--- config.mk ---
export PLATFORM = sky130hd
export DESIGN_NAME = decode_cycle
export DESIGN_NICKNAME = d
export VERILOG_FILES = /design/src/rtl/decode_cycle.sv
export SDC_FILE = /design/constraint.sdc
export NUM_CORES = 2
export LEC_CHECK = 0
export CORE_MARGIN = 2
export CORE_UTILIZATION = 55
export DETAILED_ROUTE_END_ITERATION = 12
export HOLD_SLACK_MARGIN = 0.05
export PLACE_DENSITY = 0.74
export SETUP_SLACK_MARGIN = 0.05
export SYNTH_ARGS = -nofsm -noshare
export SYNTH_HDL_FRONTEND = slang
export SYNTH_SLANG_ARGS = --single-unit
--- constraint.sdc ---
create_clock -name clk -period 1.85 [get_ports clk]
set_input_delay 0.37 -clock clk [delete_from_list [all_inputs] [get_ports clk]]
set_output_delay 0.37 -clock clk [all_outputs]
set_load 0.03 [all_outputs]
--- src/rtl/decode_cycle.sv ---
// ID stage: instruction decode, 32x32 register file and the ID/EX pipeline register.
// Optional macro REGFILE_BYPASS_EN makes the read ports write-first against the writeback port.
module decode_cycle #(
   parameter bit FLUSH_CLEARS_DATA = 1'b0
) (
   input  logic        clk,
   input  logic        rst,
   input  logic [31:0] InstrD,
   input  logic [31:0] PCD,
   input  logic [31:0] PCPlus4D,
   input  logic        RegWriteW,
   input  logic [4:0]  RDW,
   input  logic [31:0] ResultW,
   input  logic        FlushE,
   output logic        RegWriteE,
   output logic        ALUSrcE,
   output logic        MemWriteE,
   output logic        ResultSrcE,
   output logic        BranchE,
   output logic [2:0]  ALUControlE,
   output logic [31:0] RD1_E,
   output logic [31:0] RD2_E,
   output logic [31:0] Imm_Ext_E,
   output logic [4:0]  RD_E,
   output logic [4:0]  RS1_E,
   output logic [4:0]  RS2_E,
   output logic [31:0] PCE,
   output logic [31:0] PCPlus4E
);

   typedef enum logic [1:0] {
      IMM_NONE = 2'd0,
      IMM_I    = 2'd1,
      IMM_S    = 2'd2,
      IMM_B    = 2'd3
   } imm_type_t;

   localparam logic [6:0] OP_LOAD   = 7'b0000011;
   localparam logic [6:0] OP_STORE  = 7'b0100011;
   localparam logic [6:0] OP_RTYPE  = 7'b0110011;
   localparam logic [6:0] OP_IALU   = 7'b0010011;
   localparam logic [6:0] OP_BRANCH = 7'b1100011;

   localparam logic [2:0] ALU_ADD = 3'b000;
   localparam logic [2:0] ALU_SUB = 3'b001;
   localparam logic [2:0] ALU_AND = 3'b010;
   localparam logic [2:0] ALU_OR  = 3'b011;
   localparam logic [2:0] ALU_SLT = 3'b101;

   logic [6:0] opcode;
   logic [2:0] funct3;
   logic [4:0] rs1;
   logic [4:0] rs2;
   logic [4:0] rd;

   assign opcode = InstrD[6:0];
   assign funct3 = InstrD[14:12];
   assign rs1    = InstrD[19:15];
   assign rs2    = InstrD[24:20];
   assign rd     = InstrD[11:7];

   logic        reg_write;
   logic        alu_src;
   logic        mem_write;
   logic        result_src;
   logic        branch;
   logic [1:0]  alu_op;
   logic        is_rtype;
   imm_type_t   imm_type;
   logic [2:0]  alu_control;
   logic [31:0] imm_ext;
   logic [31:0] rd1;
   logic [31:0] rd2;

   // Main decoder; unknown opcodes fall through to the all-zero bubble.
   always_comb begin
      reg_write  = 1'b0;
      alu_src    = 1'b0;
      mem_write  = 1'b0;
      result_src = 1'b0;
      branch     = 1'b0;
      alu_op     = 2'b00;
      is_rtype   = 1'b0;
      imm_type   = IMM_NONE;
      unique case (opcode)
         OP_LOAD: begin
            reg_write  = 1'b1;
            alu_src    = 1'b1;
            result_src = 1'b1;
            imm_type   = IMM_I;
         end
         OP_STORE: begin
            alu_src   = 1'b1;
            mem_write = 1'b1;
            imm_type  = IMM_S;
         end
         OP_RTYPE: begin
            reg_write = 1'b1;
            alu_op    = 2'b10;
            is_rtype  = 1'b1;
         end
         OP_IALU: begin
            reg_write = 1'b1;
            alu_src   = 1'b1;
            alu_op    = 2'b10;
            imm_type  = IMM_I;
         end
         OP_BRANCH: begin
            branch   = 1'b1;
            alu_op   = 2'b01;
            imm_type = IMM_B;
         end
         default: begin
         end
      endcase
   end

   // addi with bit 30 set must stay an add, so sub needs the R-type qualifier.
   always_comb begin
      alu_control = ALU_ADD;
      case (alu_op)
         2'b01: alu_control = ALU_SUB;
         2'b10: begin
            case (funct3)
               3'b000:  alu_control = (is_rtype && InstrD[30]) ? ALU_SUB : ALU_ADD;
               3'b010:  alu_control = ALU_SLT;
               3'b110:  alu_control = ALU_OR;
               3'b111:  alu_control = ALU_AND;
               default: alu_control = ALU_ADD;
            endcase
         end
         default: alu_control = ALU_ADD;
      endcase
   end

   always_comb begin
      imm_ext = 32'd0;
      case (imm_type)
         IMM_I:   imm_ext = {{20{InstrD[31]}}, InstrD[31:20]};
         IMM_S:   imm_ext = {{20{InstrD[31]}}, InstrD[31:25], InstrD[11:7]};
         IMM_B:   imm_ext = {{19{InstrD[31]}}, InstrD[31], InstrD[7],
                             InstrD[30:25], InstrD[11:8], 1'b0};
         default: imm_ext = 32'd0;
      endcase
   end

   logic [31:0] regs [32];

   always_ff @(posedge clk or negedge rst) begin
      if (!rst) begin
         for (int i = 0; i < 32; i++) begin
            regs[i] <= 32'd0;
         end
      end else if (RegWriteW && (RDW != 5'd0)) begin
         regs[RDW] <= ResultW;
      end
   end

   // Without the bypass, a same-cycle writeback is invisible until the next read.
   always_comb begin
      rd1 = 32'd0;
      rd2 = 32'd0;
      if (rs1 != 5'd0) begin
         rd1 = regs[rs1];
`ifdef REGFILE_BYPASS_EN
         if (RegWriteW && (RDW == rs1)) begin
            rd1 = ResultW;
         end
`endif
      end
      if (rs2 != 5'd0) begin
         rd2 = regs[rs2];
`ifdef REGFILE_BYPASS_EN
         if (RegWriteW && (RDW == rs2)) begin
            rd2 = ResultW;
         end
`endif
      end
   end

   logic clear_data;
   assign clear_data = FlushE && FLUSH_CLEARS_DATA;

   always_ff @(posedge clk or negedge rst) begin
      if (!rst) begin
         RegWriteE   <= 1'b0;
         ALUSrcE     <= 1'b0;
         MemWriteE   <= 1'b0;
         ResultSrcE  <= 1'b0;
         BranchE     <= 1'b0;
         ALUControlE <= 3'b000;
      end else if (FlushE) begin
         RegWriteE   <= 1'b0;
         ALUSrcE     <= 1'b0;
         MemWriteE   <= 1'b0;
         ResultSrcE  <= 1'b0;
         BranchE     <= 1'b0;
         ALUControlE <= 3'b000;
      end else begin
         RegWriteE   <= reg_write;
         ALUSrcE     <= alu_src;
         MemWriteE   <= mem_write;
         ResultSrcE  <= result_src;
         BranchE     <= branch;
         ALUControlE <= alu_control;
      end
   end

   always_ff @(posedge clk or negedge rst) begin
      if (!rst) begin
         RD1_E     <= 32'd0;
         RD2_E     <= 32'd0;
         Imm_Ext_E <= 32'd0;
         RD_E      <= 5'd0;
         RS1_E     <= 5'd0;
         RS2_E     <= 5'd0;
         PCE       <= 32'd0;
         PCPlus4E  <= 32'd0;
      end else if (clear_data) begin
         RD1_E     <= 32'd0;
         RD2_E     <= 32'd0;
         Imm_Ext_E <= 32'd0;
         RD_E      <= 5'd0;
         RS1_E     <= 5'd0;
         RS2_E     <= 5'd0;
         PCE       <= 32'd0;
         PCPlus4E  <= 32'd0;
      end else begin
         RD1_E     <= rd1;
         RD2_E     <= rd2;
         Imm_Ext_E <= imm_ext;
         RD_E      <= rd;
         RS1_E     <= rs1;
         RS2_E     <= rs2;
         PCE       <= PCD;
         PCPlus4E  <= PCPlus4D;
      end
   end

endmodule
# Yosys cells after proc, flatten, opt, wreduce, memory -nomap -nowiden
# Cells that the tools add are included.
[totals] ff_bits=1207 in_bits=137 output_inout_bits=183 word_cells=106
[classes] magnitude_cmp=4 n_reduce_logical=11 muxes=29 n_eq_ne=13 bitwise=3
[op_table] op="$bwmux 1024" count=1
[op_table] op="$bmux 32 s5" count=2
[op_table] op="$mux 32" count=7
[op_table] op="$demux 32 s5" count=1
[op_table] op="$pmux 32 s3" count=1
[op_table] op="$ge 6x6->1 const B" count=3
[op_table] op="$not 5->6" count=3
[op_table] op="$reduce_bool 5->1" count=3
[op_table] op="$eq 7x6->1 const B" count=2
[op_table] op="$mux 1" count=12
[op_table] op="$pmux 3 s4" count=1
[op_table] op="$eq 7x2->1 const B" count=1
[op_table] op="$eq 7x5->1 const B" count=1
[op_table] op="$eq 7x7->1 const B" count=1
[op_table] op="$eq 2x2->1 const B" count=3
[op_table] op="$eq 3x3->1 const B" count=2
[op_table] op="$lt 6x1->1 const B" count=1
[op_table] op="$pmux 2 s3" count=1
[op_table] op="$pmux 3 s2" count=1
[op_table] op="$reduce_or 3->1" count=2
[op_table] op="$eq 2x1->1 const B" count=2
[op_table] op="$pmux 2 s2" count=1
[op_table] op="$reduce_or 2->1" count=2
[op_table] op="$eq 3x2->1 const B" count=1
[op_table] op="other kinds (3)" count=5

# Depth between registers and ports, before layout
[depth] ltp_word=7 mapped_depth=8 mapped_depth_nobuf=7

# Worst setup path after synthesis
# No wires, ideal clock.
[synth_path] kind="input port to flip-flop" from="in InstrD[16]" to="reg RD1_E[3]" arrival_ns=1.766 slack_ns=-0.063 setup_time_ns=0.147 required_ns=1.703 path_stages=6 n_path_buf=2 cell_sequence="buf_2 buf_2 mux4_2 mux2_2 o21ai_0 a311oi_1"
[synth_between] elab_chain_len=5 elab_cells_between_ends=6 classes_between="mux (4); bitwise (1); reduce/logical (1)"
[synth_rtl] element="start: declaration" line="8" source="input logic [31:0] InstrD,"
[synth_rtl] element="$not 5->6 (implied by the code)" line="164" source="rd1 = regs[rs1];"
[synth_rtl] element="$bmux 32 s5" line="164"
[synth_rtl] element="$mux 32 (implied by the code) (2 in a row)" line="164"
[synth_rtl] element="$mux 32 (*)" line="163" source="if (rs1 != 5'd0) begin"
[synth_rtl] element="net rd1[3]" line="72" source="logic [31:0] rd1;"
[synth_rtl] element="end signal: assignment" line="229" source="RD1_E <= rd1;"
[synth_rtl] element="end: declaration" line="21" source="output logic [31:0] RD1_E,"
# The timed path passes the listed nets; every way through them passes the cells marked *. The select of a mux whose other input is x is not followed.
# A chain may end at the register's enable or synchronous reset.

# Worst setup path after layout
[layout_path] from="reg regs[378] in the netlist's numbering" to="reg RD2_E[26]"
[layout_between] elab_chain_len=4
[layout_rtl] element="start: declaration" line="147" source="logic [31:0] regs [32];"
[layout_rtl] element="start signal: indexed assignment" line="155" source="regs[RDW] <= ResultW;"
[layout_rtl] element="$bmux 32 s5" line="172" source="rd2 = regs[rs2];"
[layout_rtl] element="$mux 32 (implied by the code) (2 in a row)" line="172"
[layout_rtl] element="$mux 32" line="171" source="if (rs2 != 5'd0) begin"
[layout_rtl] element="net rd2[26]" line="73" source="logic [31:0] rd2;"
[layout_rtl] element="end signal: assignment" line="230" source="RD2_E <= rd2;"
[layout_rtl] element="end: declaration" line="22" source="output logic [31:0] RD2_E,"
# The timed path passes the listed nets, and every way through them passes these cells. The select of a mux whose other input is x is not followed.

==> impl_metrics.tcl <==
set metrics [dict create \
    synth_top_flop_cell "dfrtp_1" \
    cp-end-kind "flip-flop" \
    async_reset_ff_share_pct 100 \
    relSlewSlack_pct 32.5 \
    dr.pass1.iters 5 \
    synth_compound_area_share_pct 4.61 \
    crit_fanout 2 \
    status "completed" \
    synth.distinct_cells 46 \
    finalSetupViolations 0 \
    synth_edf_count 0 \
    power_uw 76500 \
    track_usage_pct 33.7 \
    avgRoutedWirePerCell_um 31.1 \
    drt-initial-drc-count 3674 \
    power_density_nw_per_um2 1050 \
    synth_top_area_share_pct 50.4 \
    cts_setup_buffers 0 \
    ff2ff_setup_slack_ns 0.01 \
    num_vias 39700 \
    cp_top_family "compound AO/OA/AOI/OAI gates" \
    final_cell_mix "dfrtp_1, mux2_2, mux4_2" \
    start_kind "flip-flop" \
    clock_sinks 1188 \
    initial_core_util_pct 55.2 \
    vdd_drop_max_mv 1.01 \
    final_layout_size_suffix_gt1_share_pct 54.4 \
    power.leakage_uw 0.0317 \
    coreArea_um2 107000 \
    grt_pass1_wl_um 275000 \
    cts_tree "built" \
    hold_viol 0 \
    worstMarginPinSlew_ns 1.01 \
    rsz0062_at_grt "yes" \
    regArea_um2 29700 \
    crit_arrival_ns 2.38 \
    cts_root_buf "clkbuf_16" \
    multi_input_comb_area_um2 27300 \
    port_buffers 319 \
    drc 0 \
    ys_warn_count 0 \
    final_common_cell "dfrtp_1" \
    antenna_found_initial 5 \
    yosysTopAreaCell "dfrtp_1" \
    ys_ff_latch 1188 \
    synth_top_family_by_area "multiplexers" \
    synthesis.area_um2 59000 \
    crit_chain "buf_4 -> mux4_2 -> a22oi_1 -> a311oi_1" \
    max_stage_delay_ns 0.85 \
    drv_cap 0 \
    dp_hpwl_um 120000 \
    hold_path.class "in -> reg" \
    grt_pass1_vias 41400 \
    die_w_um 331 \
    synth-simple-area-share_pct 1.77 \
    die_area_um2 110000 \
    viasPerCell 6.73 \
    synth.avg_cell_area_um2 15.3 \
    required_ns 2.40 \
    htreeDepth 4 \
    clk_latency_ns 0.75 \
    syn_to_final_growth_pct 23.2 \
    period_needed_ns 1.84 \
    io-pin-count 320 \
    overflow 0 \
    row_count 120 \
    cts_buffer_depth 3 \
    clk_pin_slew_ns 0.06 \
    fin_util_pct 68.0 \
    fp.dieH_um 331 \
    hold_ws_ns 0.0742 \
    gp_congestion 0.877 \
    fmax_ghz 0.545 \
    synth_xor_area_share_pct 0 \
    cts_buffers 130 \
    muxShareOfSynthArea_pct 39.4 \
    slowest_stage "a311oi_1" \
    yosys.area_share.adder_pct 0.0424 \
    synth.area.top_cells "dfrtp_1, mux2_2, mux4_2" \
    syn_nets 3986 \
    n_fill_cell 7231 \
    path_buf_inv 1 \
    wirelength_um 183000 \
    fin_worst_skew_ns 0.0250 \
    slew_viol_final 0 \
    fin_crit_sh_pct 99.3 \
    ant_nets 0 \
    nets 4524 \
    grt_max_degree 90 \
    syn_inst 3847 \
    ys_seq_area_share_pct 50.4 \
    crit_type "reg -> reg" \
]
## power breakdown
| group | total [µW] | internal, µW | switching (µW) |
|---|---|---|---|
| clock | 27300 | 16600 | 10700 |
| combinational | 15200 | 9040 | 6130 |
| sequential | 34000 | 30600 | 3410 |
| total | 76500 | 56200 | 20300 |
## path summary, 6_finish.rpt
kind,from,cells past startpoint,to
worst max-delay path,regs[378]$_DFFE_PN0P_,4,RD2_E[26]$_DFF_PN0_
worst min-delay path,PCPlus4D[1],1,PCPlus4E[1]$_DFF_PN0_
worst max register to register,regs[378]$_DFFE_PN0P_,4,RD2_E[26]$_DFF_PN0_
worst min register to register,regs[992]$_DFFE_PN0P_,0,regs[992]$_DFFE_PN0P_
max in group asynchronous,rst,4,regs[326]$_DFFE_PN0P_
min in group asynchronous,rst,2,regs[792]$_DFFE_PN0P_
## synthesized netlist by cell type (2+ instances only)
cell and n:
nor2_1 22, or2_2 2, ha_1 2, o21ai_0 102, a221oi_1 46, o2111ai_1 18, nand2_1 51, mux2i_1 128
nand2b_1 5, a22oi_1 64, buf_2 167, mux2_1 26, nor2b_1 79, or3_1 3, nor3b_1 2, mux2_2 1030
nand4b_1 3, o21ai_1 8, a211oi_1 65, inv_1 7, nor3b_2 3, a311oi_1 64, dfrtp_1 1188, a32o_1 2
nor3_1 7, clkbuf_1 227, a22o_1 4, buf_4 46, and2_1 2, mux4_2 448, buf_6 11
## per-layer routing
layer	vias to the layer above	track usage, %	routed length [µm]
met5	-	0	19
met3	501	7.38	15400
met2	2025	53.2	86800
met1	21200	45.4	72100
li1	15900	-	-
met4	4	14.6	8620
## per-stage QoR
stage / worst slack (ns) / instances / setup TNS [ns] / cell area [µm²]
global route: -0.0216 / 5889 / -0.347 / 72600
finish: 0.0137 / 5890 / 0 / 72600
floorplan: 0.0370 / 3847 / 0 / 59100
detailed placement: -0.603 / 5608 / -521.21 / 67600
CTS: -0.0206 / 5888 / -0.332 / 72600
global placement: -0.586 / 5608 / -511.22 / 67600
## sequential cells by signal, summed over array words and instances, names as in the netlist, 3 cells and up
name,count
Imm_Ext_E,13
regs,1024
RS2_E,5
PCPlus4E,32
RD2_E,32
ALUControlE,3
RD1_E,32
RS1_E,5
PCE,32
RD_E,5
## cell type report
| type | instances | share of cell area (%) |
|---|---|---|
| sequential | 1188 | 40.9 |
| multi-input combinational | 2199 | 37.6 |
| timing repair buffer | 859 | 12.7 |
| clock buffer | 194 | 5.50 |
| tap | 1403 | 2.42 |
| clock inverter | 38 | 0.717 |
| inverter | 7 | 0.0396 |
| antenna | 2 | 0.00689 |
## repair_timing
item	4_1_cts	5_1_grt
hold buffers	48	0
resized for setup	661	26
hold endpoints to repair	834	0
setup endpoints to repair	186	35
## kinds of logic after synthesis
logic type	after synthesis
multiplexers	1632
flip-flops	1188
buffers and inverters	460
AO/OA/AOI/OAI	376
AND/OR/NAND/NOR	189
adder cells (fa/ha/maj)	2
Note: power is estimated with default switching activity, not from simulation.
